File: config.mk
export PLATFORM = sky130hd
export DESIGN_NAME = id_ex_stage_flat
export DESIGN_NICKNAME = d
export VERILOG_FILES = /design/src/rtl/id_ex_stage_if.sv /design/src/rtl/id_ex_stage.sv /design/src/flat_wrapper.sv
export SDC_FILE = /design/constraint.sdc
export NUM_CORES = 1
export LEC_CHECK = 0
export ABC_CLOCK_PERIOD_IN_PS = 1600
export BUFFER_PORTS_ARGS = -buffer_cell sky130_fd_sc_hd__buf_2
export CAP_MARGIN = 20
export CORE_AREA = 2 2 116 118
export CTS_BUF_LIST = sky130_fd_sc_hd__clkbuf_4
export CTS_CLUSTER_SIZE = 28
export DETAILED_ROUTE_END_ITERATION = 7
export DIE_AREA = 0 0 118 120
export PLACE_DENSITY = 0.62
export RECOVER_POWER = 100
export SETUP_SLACK_MARGIN = 0.4
export SYNTH_ARGS = -nofsm -noshare
export SYNTH_HDL_FRONTEND = slang
export SYNTH_SLANG_ARGS = --single-unit
File: constraint.sdc
create_clock -name clk -period 1.6 [get_ports clk]
set_input_delay 0.16 -clock clk [delete_from_list [all_inputs] [get_ports clk]]
set_output_delay 0.16 -clock clk [all_outputs]
set_load 0.02 [all_outputs]
File: src/rtl/id_ex_stage_if.sv
// Signal bundle between the decode stage, the ID/EX pipeline register and the EX-stage forwarding muxes.
// The stage itself uses the slave modport; the decode/hazard environment uses master.
interface id_ex_stage_if #(
   parameter int CTRL_W = 8,
   parameter int DATA_W = 32
);
   logic              id_valid;
   logic [4:0]        id_rs;
   logic [4:0]        id_rt;
   logic [4:0]        id_rd;
   logic              id_reg_dst;
   logic              id_reg_write;
   logic              id_mem_read;
   logic [CTRL_W-1:0] id_ctrl;
   logic [DATA_W-1:0] id_rd1;
   logic [DATA_W-1:0] id_rd2;
   logic [DATA_W-1:0] id_imm;
   logic              flush;
   logic              exm_reg_write;
   logic [4:0]        exm_dest;
   logic              mwb_reg_write;
   logic [4:0]        mwb_dest;
   logic [DATA_W-1:0] mwb_data;

   logic              stall;
   logic              ex_valid;
   logic              ex_reg_write;
   logic              ex_mem_read;
   logic [4:0]        ex_rs;
   logic [4:0]        ex_rt;
   logic [4:0]        ex_dest;
   logic [CTRL_W-1:0] ex_ctrl;
   logic [DATA_W-1:0] ex_rd1;
   logic [DATA_W-1:0] ex_rd2;
   logic [DATA_W-1:0] ex_imm;
   logic [1:0]        fwd_a;
   logic [1:0]        fwd_b;

   modport master (
      output id_valid, id_rs, id_rt, id_rd, id_reg_dst, id_reg_write, id_mem_read,
             id_ctrl, id_rd1, id_rd2, id_imm, flush,
             exm_reg_write, exm_dest, mwb_reg_write, mwb_dest, mwb_data,
      input  stall, ex_valid, ex_reg_write, ex_mem_read, ex_rs, ex_rt, ex_dest,
             ex_ctrl, ex_rd1, ex_rd2, ex_imm, fwd_a, fwd_b
   );

   modport slave (
      input  id_valid, id_rs, id_rt, id_rd, id_reg_dst, id_reg_write, id_mem_read,
             id_ctrl, id_rd1, id_rd2, id_imm, flush,
             exm_reg_write, exm_dest, mwb_reg_write, mwb_dest, mwb_data,
      output stall, ex_valid, ex_reg_write, ex_mem_read, ex_rs, ex_rt, ex_dest,
             ex_ctrl, ex_rd1, ex_rd2, ex_imm, fwd_a, fwd_b
   );
endinterface

File: src/rtl/id_ex_stage.sv
// ID/EX pipeline register with load-use stall detection, branch flush and EX operand-forwarding selects.
// Optional macro IDEX_WB_BYPASS_EN: capture the same-edge WB write data instead of the stale regfile read.
module id_ex_stage #(
   parameter int CTRL_W = 8,
   parameter int DATA_W = 32
) (
   input logic         clk,
   input logic         reset,
   id_ex_stage_if.slave bus
);

   logic              ex_valid;
   logic              ex_reg_write;
   logic              ex_mem_read;
   logic [4:0]        ex_rs;
   logic [4:0]        ex_rt;
   logic [4:0]        ex_dest;
   logic [CTRL_W-1:0] ex_ctrl;
   logic [DATA_W-1:0] ex_rd1;
   logic [DATA_W-1:0] ex_rd2;
   logic [DATA_W-1:0] ex_imm;

   logic              stall;
   logic [DATA_W-1:0] op_a;
   logic [DATA_W-1:0] op_b;
   logic [1:0]        fwd_a;
   logic [1:0]        fwd_b;

   // A load in EX whose destination feeds the ID instruction needs one bubble; r0 never hazards.
   always_comb begin
      stall = !bus.flush && bus.id_valid && ex_valid && ex_mem_read && (ex_dest != 5'd0)
              && ((ex_dest == bus.id_rs) || (ex_dest == bus.id_rt));
   end

`ifdef IDEX_WB_BYPASS_EN
   always_comb begin
      op_a = bus.id_rd1;
      op_b = bus.id_rd2;
      if (bus.mwb_reg_write && (bus.mwb_dest != 5'd0) && (bus.mwb_dest == bus.id_rs)) begin
         op_a = bus.mwb_data;
      end
      if (bus.mwb_reg_write && (bus.mwb_dest != 5'd0) && (bus.mwb_dest == bus.id_rt)) begin
         op_b = bus.mwb_data;
      end
   end
`else
   logic unused_wb_data;
   assign unused_wb_data = ^bus.mwb_data;

   always_comb begin
      op_a = bus.id_rd1;
      op_b = bus.id_rd2;
   end
`endif

   // Reset, flush and stall all insert the same all-zero bubble.
   always_ff @(posedge clk) begin
      if (reset || bus.flush || stall) begin
         ex_valid     <= 1'b0;
         ex_reg_write <= 1'b0;
         ex_mem_read  <= 1'b0;
         ex_rs        <= '0;
         ex_rt        <= '0;
         ex_dest      <= '0;
         ex_ctrl      <= '0;
         ex_rd1       <= '0;
         ex_rd2       <= '0;
         ex_imm       <= '0;
      end else begin
         ex_valid     <= bus.id_valid;
         ex_reg_write <= bus.id_reg_write;
         ex_mem_read  <= bus.id_mem_read;
         ex_rs        <= bus.id_rs;
         ex_rt        <= bus.id_rt;
         ex_dest      <= bus.id_reg_dst ? bus.id_rd : bus.id_rt;
         ex_ctrl      <= bus.id_ctrl;
         ex_rd1       <= op_a;
         ex_rd2       <= op_b;
         ex_imm       <= bus.id_imm;
      end
   end

   // EX/MEM is the younger producer, so it wins over MEM/WB.
   always_comb begin
      fwd_a = 2'b00;
      fwd_b = 2'b00;
      if (ex_valid) begin
         if (bus.exm_reg_write && (bus.exm_dest != 5'd0) && (bus.exm_dest == ex_rs)) begin
            fwd_a = 2'b10;
         end else if (bus.mwb_reg_write && (bus.mwb_dest != 5'd0) && (bus.mwb_dest == ex_rs)) begin
            fwd_a = 2'b01;
         end
         if (bus.exm_reg_write && (bus.exm_dest != 5'd0) && (bus.exm_dest == ex_rt)) begin
            fwd_b = 2'b10;
         end else if (bus.mwb_reg_write && (bus.mwb_dest != 5'd0) && (bus.mwb_dest == ex_rt)) begin
            fwd_b = 2'b01;
         end
      end
   end

   assign bus.stall        = stall;
   assign bus.ex_valid     = ex_valid;
   assign bus.ex_reg_write = ex_reg_write;
   assign bus.ex_mem_read  = ex_mem_read;
   assign bus.ex_rs        = ex_rs;
   assign bus.ex_rt        = ex_rt;
   assign bus.ex_dest      = ex_dest;
   assign bus.ex_ctrl      = ex_ctrl;
   assign bus.ex_rd1       = ex_rd1;
   assign bus.ex_rd2       = ex_rd2;
   assign bus.ex_imm       = ex_imm;
   assign bus.fwd_a        = fwd_a;
   assign bus.fwd_b        = fwd_b;

endmodule

File: src/flat_wrapper.sv
// flat-port wrapper written by rule: the top's interface ports become plain ports
module id_ex_stage_flat 
#(
   parameter int CTRL_W = 8,
   parameter int DATA_W = 32
)
  (clk, reset, bus_id_valid, bus_id_rs, bus_id_rt, bus_id_rd, bus_id_reg_dst, bus_id_reg_write, bus_id_mem_read, bus_id_ctrl, bus_id_rd1, bus_id_rd2, bus_id_imm, bus_flush, bus_exm_reg_write, bus_exm_dest, bus_mwb_reg_write, bus_mwb_dest, bus_mwb_data, bus_stall, bus_ex_valid, bus_ex_reg_write, bus_ex_mem_read, bus_ex_rs, bus_ex_rt, bus_ex_dest, bus_ex_ctrl, bus_ex_rd1, bus_ex_rd2, bus_ex_imm, bus_fwd_a, bus_fwd_b);
  id_ex_stage_if #(.CTRL_W(CTRL_W), .DATA_W(DATA_W)) bus_i ();
  input logic clk;
  input logic reset;
  input wire logic [$bits(bus_i.id_valid)-1:0] bus_id_valid;
  input wire logic [$bits(bus_i.id_rs)-1:0] bus_id_rs;
  input wire logic [$bits(bus_i.id_rt)-1:0] bus_id_rt;
  input wire logic [$bits(bus_i.id_rd)-1:0] bus_id_rd;
  input wire logic [$bits(bus_i.id_reg_dst)-1:0] bus_id_reg_dst;
  input wire logic [$bits(bus_i.id_reg_write)-1:0] bus_id_reg_write;
  input wire logic [$bits(bus_i.id_mem_read)-1:0] bus_id_mem_read;
  input wire logic [$bits(bus_i.id_ctrl)-1:0] bus_id_ctrl;
  input wire logic [$bits(bus_i.id_rd1)-1:0] bus_id_rd1;
  input wire logic [$bits(bus_i.id_rd2)-1:0] bus_id_rd2;
  input wire logic [$bits(bus_i.id_imm)-1:0] bus_id_imm;
  input wire logic [$bits(bus_i.flush)-1:0] bus_flush;
  input wire logic [$bits(bus_i.exm_reg_write)-1:0] bus_exm_reg_write;
  input wire logic [$bits(bus_i.exm_dest)-1:0] bus_exm_dest;
  input wire logic [$bits(bus_i.mwb_reg_write)-1:0] bus_mwb_reg_write;
  input wire logic [$bits(bus_i.mwb_dest)-1:0] bus_mwb_dest;
  input wire logic [$bits(bus_i.mwb_data)-1:0] bus_mwb_data;
  output wire logic [$bits(bus_i.stall)-1:0] bus_stall;
  output wire logic [$bits(bus_i.ex_valid)-1:0] bus_ex_valid;
  output wire logic [$bits(bus_i.ex_reg_write)-1:0] bus_ex_reg_write;
  output wire logic [$bits(bus_i.ex_mem_read)-1:0] bus_ex_mem_read;
  output wire logic [$bits(bus_i.ex_rs)-1:0] bus_ex_rs;
  output wire logic [$bits(bus_i.ex_rt)-1:0] bus_ex_rt;
  output wire logic [$bits(bus_i.ex_dest)-1:0] bus_ex_dest;
  output wire logic [$bits(bus_i.ex_ctrl)-1:0] bus_ex_ctrl;
  output wire logic [$bits(bus_i.ex_rd1)-1:0] bus_ex_rd1;
  output wire logic [$bits(bus_i.ex_rd2)-1:0] bus_ex_rd2;
  output wire logic [$bits(bus_i.ex_imm)-1:0] bus_ex_imm;
  output wire logic [$bits(bus_i.fwd_a)-1:0] bus_fwd_a;
  output wire logic [$bits(bus_i.fwd_b)-1:0] bus_fwd_b;
  assign bus_i.id_valid = bus_id_valid;
  assign bus_i.id_rs = bus_id_rs;
  assign bus_i.id_rt = bus_id_rt;
  assign bus_i.id_rd = bus_id_rd;
  assign bus_i.id_reg_dst = bus_id_reg_dst;
  assign bus_i.id_reg_write = bus_id_reg_write;
  assign bus_i.id_mem_read = bus_id_mem_read;
  assign bus_i.id_ctrl = bus_id_ctrl;
  assign bus_i.id_rd1 = bus_id_rd1;
  assign bus_i.id_rd2 = bus_id_rd2;
  assign bus_i.id_imm = bus_id_imm;
  assign bus_i.flush = bus_flush;
  assign bus_i.exm_reg_write = bus_exm_reg_write;
  assign bus_i.exm_dest = bus_exm_dest;
  assign bus_i.mwb_reg_write = bus_mwb_reg_write;
  assign bus_i.mwb_dest = bus_mwb_dest;
  assign bus_i.mwb_data = bus_mwb_data;
  assign bus_stall = bus_i.stall;
  assign bus_ex_valid = bus_i.ex_valid;
  assign bus_ex_reg_write = bus_i.ex_reg_write;
  assign bus_ex_mem_read = bus_i.ex_mem_read;
  assign bus_ex_rs = bus_i.ex_rs;
  assign bus_ex_rt = bus_i.ex_rt;
  assign bus_ex_dest = bus_i.ex_dest;
  assign bus_ex_ctrl = bus_i.ex_ctrl;
  assign bus_ex_rd1 = bus_i.ex_rd1;
  assign bus_ex_rd2 = bus_i.ex_rd2;
  assign bus_ex_imm = bus_i.ex_imm;
  assign bus_fwd_a = bus_i.fwd_a;
  assign bus_fwd_b = bus_i.fwd_b;
  id_ex_stage #(.CTRL_W(CTRL_W), .DATA_W(DATA_W)) u_core (.clk(clk), .reset(reset), .bus(bus_i));
endmodule
==> results of run 1 <==
-- cell families (layout without fill, tap and decap cells) --
family | count (synthesis) | after routing | synth area share
AO/OA/AOI/OAI | 126 | 126 | 0.163
XOR/XNOR | 30 | 30 | 0.0629
buffers and inverters | 47 | 499 | 0.0458
flip-flops | 122 | 122 | 0.585
multiplexers | 5 | 5 | 0.0120
AND/OR/NAND/NOR | 132 | 132 | 0.132
-- placed cells by master, fill, tap and decap left out, types with 14 or more instances in the layout --
cell	netlist	layout
buf_16	0	19
nand2_1	111	110
buf_4	0	18
a21oi_2	1	100
buf_12	0	14
clkbuf_4	0	21
dfxtp_4	0	14
dfxtp_1	122	102
buf_6	0	144
buf_2	12	137
dlygate4sd3_1	0	124
-- cell type report --
class                      count  area (um2)
timing repair buffer         461        4590
fill                         813        3070
clock buffer                  21         158
sequential                   122        2500
multi-input combinational    293        2310
inverter                       8        30.0
tap                          176         220
clock inverter                 9         101
-- state kept, by name, summed over array words and instances (netlist names) --
name	cells
u_core.bus.ex_mem_read	1
u_core.bus.ex_rt	5
u_core.bus.ex_imm	32
u_core.bus.ex_reg_write	1
u_core.bus.ex_dest	5
u_core.bus.ex_rs	5
u_core.bus.ex_rd2	32
u_core.bus.ex_rd1	32
u_core.bus.ex_ctrl	8
u_core.bus.ex_valid	1
-- power by group through the flow --
stage | clock (mW) | combinational, mW | sequential [mW]
after floorplan | 0 | 0.407 | 3.43
after global placement | 0 | 0.926 | 3.27
after detailed placement | 0 | 0.941 | 3.27
after CTS | 2.13 | 1.52 | 3.21
after global routing | 2.31 | 1.80 | 3.25
final | 2.12 | 1.72 | 3.24
-- layer usage --
| layer | vias to the layer above | part of all wire | track usage |
|---|---|---|---|
| li1 | 2425 | - | - |
| met1 | 2466 | 0.36 | 0.267 |
| met2 | 273 | 0.53 | 0.449 |
| met3 | 48 | 0.079 | 0.0927 |
| met4 | 0 | 0.031 | 0.129 |
| met5 | - | 0 | 0 |
-- worst max path at each step --
stage	to	slack, ps	from
2_1_floorplan	bus_fwd_a[0]	60	u_core.bus.ex_rs[3]
3_3_place_gp	bus_fwd_a[0]	-60	bus_exm_dest[0]
3_5_place_dp	bus_fwd_a[0]	-100	bus_exm_dest[0]
4_1_cts	bus_fwd_a[0]	-490	u_core.bus.ex_rs[2]
5_1_grt	bus_fwd_a[0]	-550	u_core.bus.ex_rs[2]
6_report	bus_fwd_a[0]	-430	u_core.bus.ex_rs[2]
-- what timing repair did --
item                                    in CTS  in global routing
gates resized for setup                    209                241
hold buffers                               124                  0
pin swaps                                   11                  8
buffers inserted                            25                  6
endpoints found under the setup margin     247                249
hold endpoints to repair                   122                  0
gates cloned                                16                  1
-- critical path, stage by stage (launching register included) --
cell     delay, ps
dfxtp_2        340
xor2_1         140
or4_4          550
nor4_4         150
buf_4          180
-- through the flow --
step	hold slack, ps	instances	setup WS [ps]	power [mW]	setup TNS [ps]
floorplan	275	462	55.8	3.83	0
detailed placement	397	888	-99.4	4.21	-125
finish	50.5	1090	-434	7.08	-17320
CTS	0.631	1083	-486	6.86	-10810
global route	8.59	1090	-548	7.35	-28940
global placement	394	888	-63.8	4.19	-63.8
==> results.json, run 1 <==
{
  "antenna_found_initial": 0,
  "fmaxAchievable_ghz": 0.492,
  "final_layout_size_suffix_gt1_frac": 0.593,
  "crit-reg2reg-launch": "u_core.bus.ex_dest[0]",
  "die-width_um": 118,
  "grt_first_pass_wirelength_um": 28000,
  "path_max_fanout": 2,
  "drcViolationCount": 0,
  "detailedRoute.firstPassIterationCount": 5,
  "die_y_um": 120,
  "postSynthCellCount": 462,
  "grt_start_max_net_pins": 69,
  "power.switching_mw": 2.00,
  "grt_setup_unrepaired": "yes",
  "max-cap-violations": 0,
  "crit_path_start_kind": "register",
  "cts.sink_count": 122,
  "number_of_warnings_issued_by_yosys": 0,
  "slew_headroom": 0.710,
  "syn_to_final_growth_pct": 137,
  "finalMaxSlewViolations": 0,
  "tritoncts": "yes",
  "synth.yosys.seq_area_share": 0.585,
  "timing.final.hold_violations": 0,
  "period_needed_ps": 2030,
  "worstMarginPinSlew_ps": 435,
  "synth_top_cell_area_share": 0.585,
  "power.share.sequential": 0.457,
  "netlist_top_cells_count": "122 x dfxtp_1, 111 x nand2_1, 109 x a21oi_1",
  "placement.io_buffers": 264,
  "post-dp-hpwl_um": 9420,
  "synthesized_net_count": 632,
  "p_leak_nw": 4.25,
  "yosys_register_bits": 122,
  "vdd_ir_drop_max_mv": 0.551,
  "clkTransAtPathRegs_ps": 100,
  "synth-edff-count": 0,
  "clock_skew_ps": 23.9,
  "synthArstFlopShare": 0,
  "cellPowerDensity_mw_per_mm2": 714,
  "grt_usage": 0.254,
  "post-route-cell-area_mm2": 0.00991,
  "min_path_cells": 3,
  "vias_in_the_first_global_route": 5483,
  "clk-insertion-delay-late_ps": 550,
  "ctsRootBufferMaster": "clkbuf_4",
  "clock_path_buffers": 2,
  "post-synth-top-area-cell": "dfxtp_1",
  "nNetsFinal": 1073,
  "worst_slack_ps": -434,
  "hold_class": "in2reg",
  "run_status": "finished with violations",
  "die_area_mm2": 0.0142,
  "setup.worst_path.class": "reg2out",
  "hold_path_end": "u_core.bus.ex_dest[2]",
  "p_clk_frac": 0.300,
  "core_area_mm2": 0.0130,
  "reg2reg_slack_ps": -290,
  "worstSetupEndpointType": "primary output",
  "fp-row-count": 42,
  "detail_route.iter0.violations": 261,
  "synthFlopType": "dfxtp_1",
  "setup_viol_count_final": 107,
  "worst-r2r-cell-count": 12,
  "post_dp_cell_area_mm2": 0.00645,
  "holdCritStartpoint": "bus_id_reg_dst",
  "gp_congestion": 0.942,
  "power.combinational.fraction": 0.243,
  "synth_area_mm2": 0.00418,
  "internal_power_mw": 5.08,
  "cp.required_ps": 1440,
  "pin_count": 297,
  "vias": 5212,
  "grt.overflow.total": 0,
  "violations_in_the_final_reports": "negative setup slack",
  "postSynthAreaPerCell_um2": 9.04,
  "detail_route.wl_per_cell_um": 18.6,
  "post-route-period-util": 1.27,
  "ys_top_cells_by_area": "dfxtp_1 58%, a21oi_1 13%, nand2_1 10%, xnor2_1 3.8%, xor2_1 2.5%",
  "synthDistinctLibCells": 26,
  "switching_share": 0.282,
  "synth.most_common_cell": "dfxtp_1",
  "final_core_util": 0.763,
  "initial_cell_density_of_the_core": 0.322,
  "r2r_end": "u_core.bus.ex_rd2[19]",
  "routed_wl_um": 20200,
  "route.detailed.vias_per_inst": 4.78,
  "tritoncts.num_buffers": 17,
  "h-tree-depth": 4,
  "antenna_cells_inserted": 0,
  "final_antenna_net_count": 0,
  "worst_ep_arrival_time_ps": 1870
}
(Power assumes the default switching activity.)
==> run 2: changes to the inputs <==
==> constraint.sdc (replaced) <==
create_clock -name clk -period 1.6 [get_ports clk]
set_input_delay 0.16 -clock clk [delete_from_list [all_inputs] [get_ports clk]]
set_output_delay 0.16 -clock clk [all_outputs]
set_load 0.05 [all_outputs]
==> run 2 against run 1 <==
Net effect:
- the run still ends with negative setup slack left
- register-to-register slack gained 40 ps
- final cell count grew 1.0%
- first-iteration DRC count grew 16%
- largest cell class unchanged
- largest power group unchanged
- highest routed layer unchanged
==> results.json, run 2 (synthesized netlist as in run 1, its figures left out) <==
{
  "p_leak_nw": 4.34,
  "path_max_fanout": 2,
  "post-dp-hpwl_um": 9420,
  "largestRegisters": "u_core.bus.ex_imm x32, u_core.bus.ex_rd1 x32, u_core.bus.ex_rd2 x32",
  "finalNonFillerCells": 1101,
  "finalMaxSlewViolations": 0,
  "syn_to_final_growth_pct": 140,
  "nNetsFinal": 1082,
  "setup.worst_path.class": "reg2out",
  "vias_in_the_first_global_route": 6023,
  "grt_setup_unrepaired": "yes",
  "detail_route.wl_per_cell_um": 19.9,
  "crit_path_top_delay_cell": "or4_4",
  "violations_in_the_final_reports": "negative setup slack",
  "clock_skew_ps": 21.3,
  "setup_viol_count_final": 127,
  "clock_path_buffers": 2,
  "post-route-period-util": 1.29,
  "period_needed_ps": 2060,
  "final_layout_size_suffix_gt1_frac": 0.644,
  "core_area_mm2": 0.0130,
  "fp-row-count": 42,
  "crit_path_start_kind": "register",
  "antenna_cells_inserted": 0,
  "detailedRoute.firstPassIterationCount": 4,
  "ctsRootBufferMaster": "clkbuf_4",
  "detail_route.iter0.violations": 303,
  "crit_path_cell_trace": "xor2_1, or4_4, nor4_4, buf_6",
  "power.combinational.fraction": 0.260,
  "max-cap-violations": 0,
  "worstSetupEndpointType": "primary output",
  "switching_share": 0.300,
  "setup-tns-final_ps": -21360,
  "clk-insertion-delay-late_ps": 530,
  "pin_count": 297,
  "vias": 5445,
  "gp_congestion": 0.880,
  "clkTransAtPathRegs_ps": 110,
  "drcViolationCount": 0,
  "placement.io_buffers": 264,
  "die_area_mm2": 0.0142,
  "die-width_um": 118,
  "routed_wl_um": 21900,
  "worst_ep_arrival_time_ps": 1900,
  "worstMarginPinSlew_ps": 516,
  "fillers": 727,
  "run_status": "finished with violations",
  "initial_cell_density_of_the_core": 0.322,
  "worst_slack_ps": -461,
  "tritoncts.num_buffers": 17,
  "fmaxAchievable_ghz": 0.485,
  "final_antenna_net_count": 0,
  "grt_usage": 0.297,
  "dpl_worst_slack_ps": -219,
  "route.detailed.vias_per_inst": 4.95,
  "internal_power_mw": 5.44,
  "cp.required_ps": 1440,
  "tritoncts": "yes",
  "final_cell_mix": "137 x buf_2, 122 x dlygate4sd3_1, 111 x nand2_1",
  "total_power_mw": 7.77,
  "layout.cells.most_common": "buf_2",
  "place.detailed.instances": 899,
  "cts.sink_count": 122,
  "p_clk_frac": 0.322,
  "power.share.sequential": 0.418,
  "die_y_um": 120,
  "hold_class": "in2reg",
  "timing.critical_path.slowest_cell_delay_ps": 550,
  "power.switching_mw": 2.33,
  "cellPowerDensity_mw_per_mm2": 775,
  "timing.final.hold_violations": 0,
  "grt_first_pass_wirelength_um": 32800,
  "grt.overflow.total": 0,
  "slew_headroom": 0.655,
  "antenna_found_initial": 0,
  "grt_start_max_net_pins": 68,
  "vdd_ir_drop_max_mv": 0.497,
  "h-tree-depth": 4
}
run 2: worst paths after layout:
kind,slack (ps),to,from,cells after the start
worst max-delay path,-460,bus_fwd_a[0],u_core.bus.ex_rs[2],4
worst min-delay path,50,u_core.bus.ex_dest[2],bus_id_reg_dst,3
worst max register to register,-250,u_core.bus.ex_rd1[13],u_core.bus.ex_dest[0],10
worst min register to register,1100,u_core.bus.ex_ctrl[7],u_core.bus.ex_dest[1],6
run 2: power by group through the flow:
stage          Combinational [mW]  Clock [mW]  Sequential (mW)
2_1_floorplan               0.413           0             3.70
3_5_place_dp                 1.27           0             3.26
4_1_cts                      1.97        2.47             3.25
5_1_grt                      2.10        2.68             3.26
3_3_place_gp                 1.26           0             3.26
6_report                     2.02        2.50             3.25
run 2: cell type report:
class                   instances  area [um2]  share of cell area
flip-flops and latches        122        2570               0.256
well taps                     176         220              0.0220
inverters                       8        30.0             0.00300
clock buffers                  22         165              0.0165
multi-input cells             293        2240               0.224
repair buffers                470        4650               0.464
clock inverters                10         148              0.0147
run 2: metal layers:
layer  wire, um  up-vias  part of all wire  global-route usage
met1       8080     2624              0.37               0.323
met3       1580       71             0.072              0.0903
met5          0        -                 0                   0
met4        788        0             0.036               0.117
met2      11400      304              0.52               0.541
li1           -     2446                 -                   -
run 2: timing repair:
action	4_1_cts	5_1_grt
pin swaps	22	5
hold buffers	122	0
gates resized for setup	510	47
endpoints found under the hold margin	122	0
setup endpoints to repair	249	249
cloned	14	0
buffers inserted	31	3
run 2: critical path: cells and delay by family (launching register included):
family | cells | cell delay [ps]
DFF | 1 | 360
buffers and inverters | 1 | 190
and+or+nand+nor | 2 | 700
xor gates and xnor gates | 1 | 140
run 2: metrics by stage:
step	hold slack (ps)	instance area [um2]	util
2_1_floorplan	275	4950	-
3_3_place_gp	393	6580	0.507
3_5_place_dp	395	6580	0.507
4_1_cts	0.277	10300	0.795
5_1_grt	18.2	10000	0.772
6_report	54.4	10000	0.772
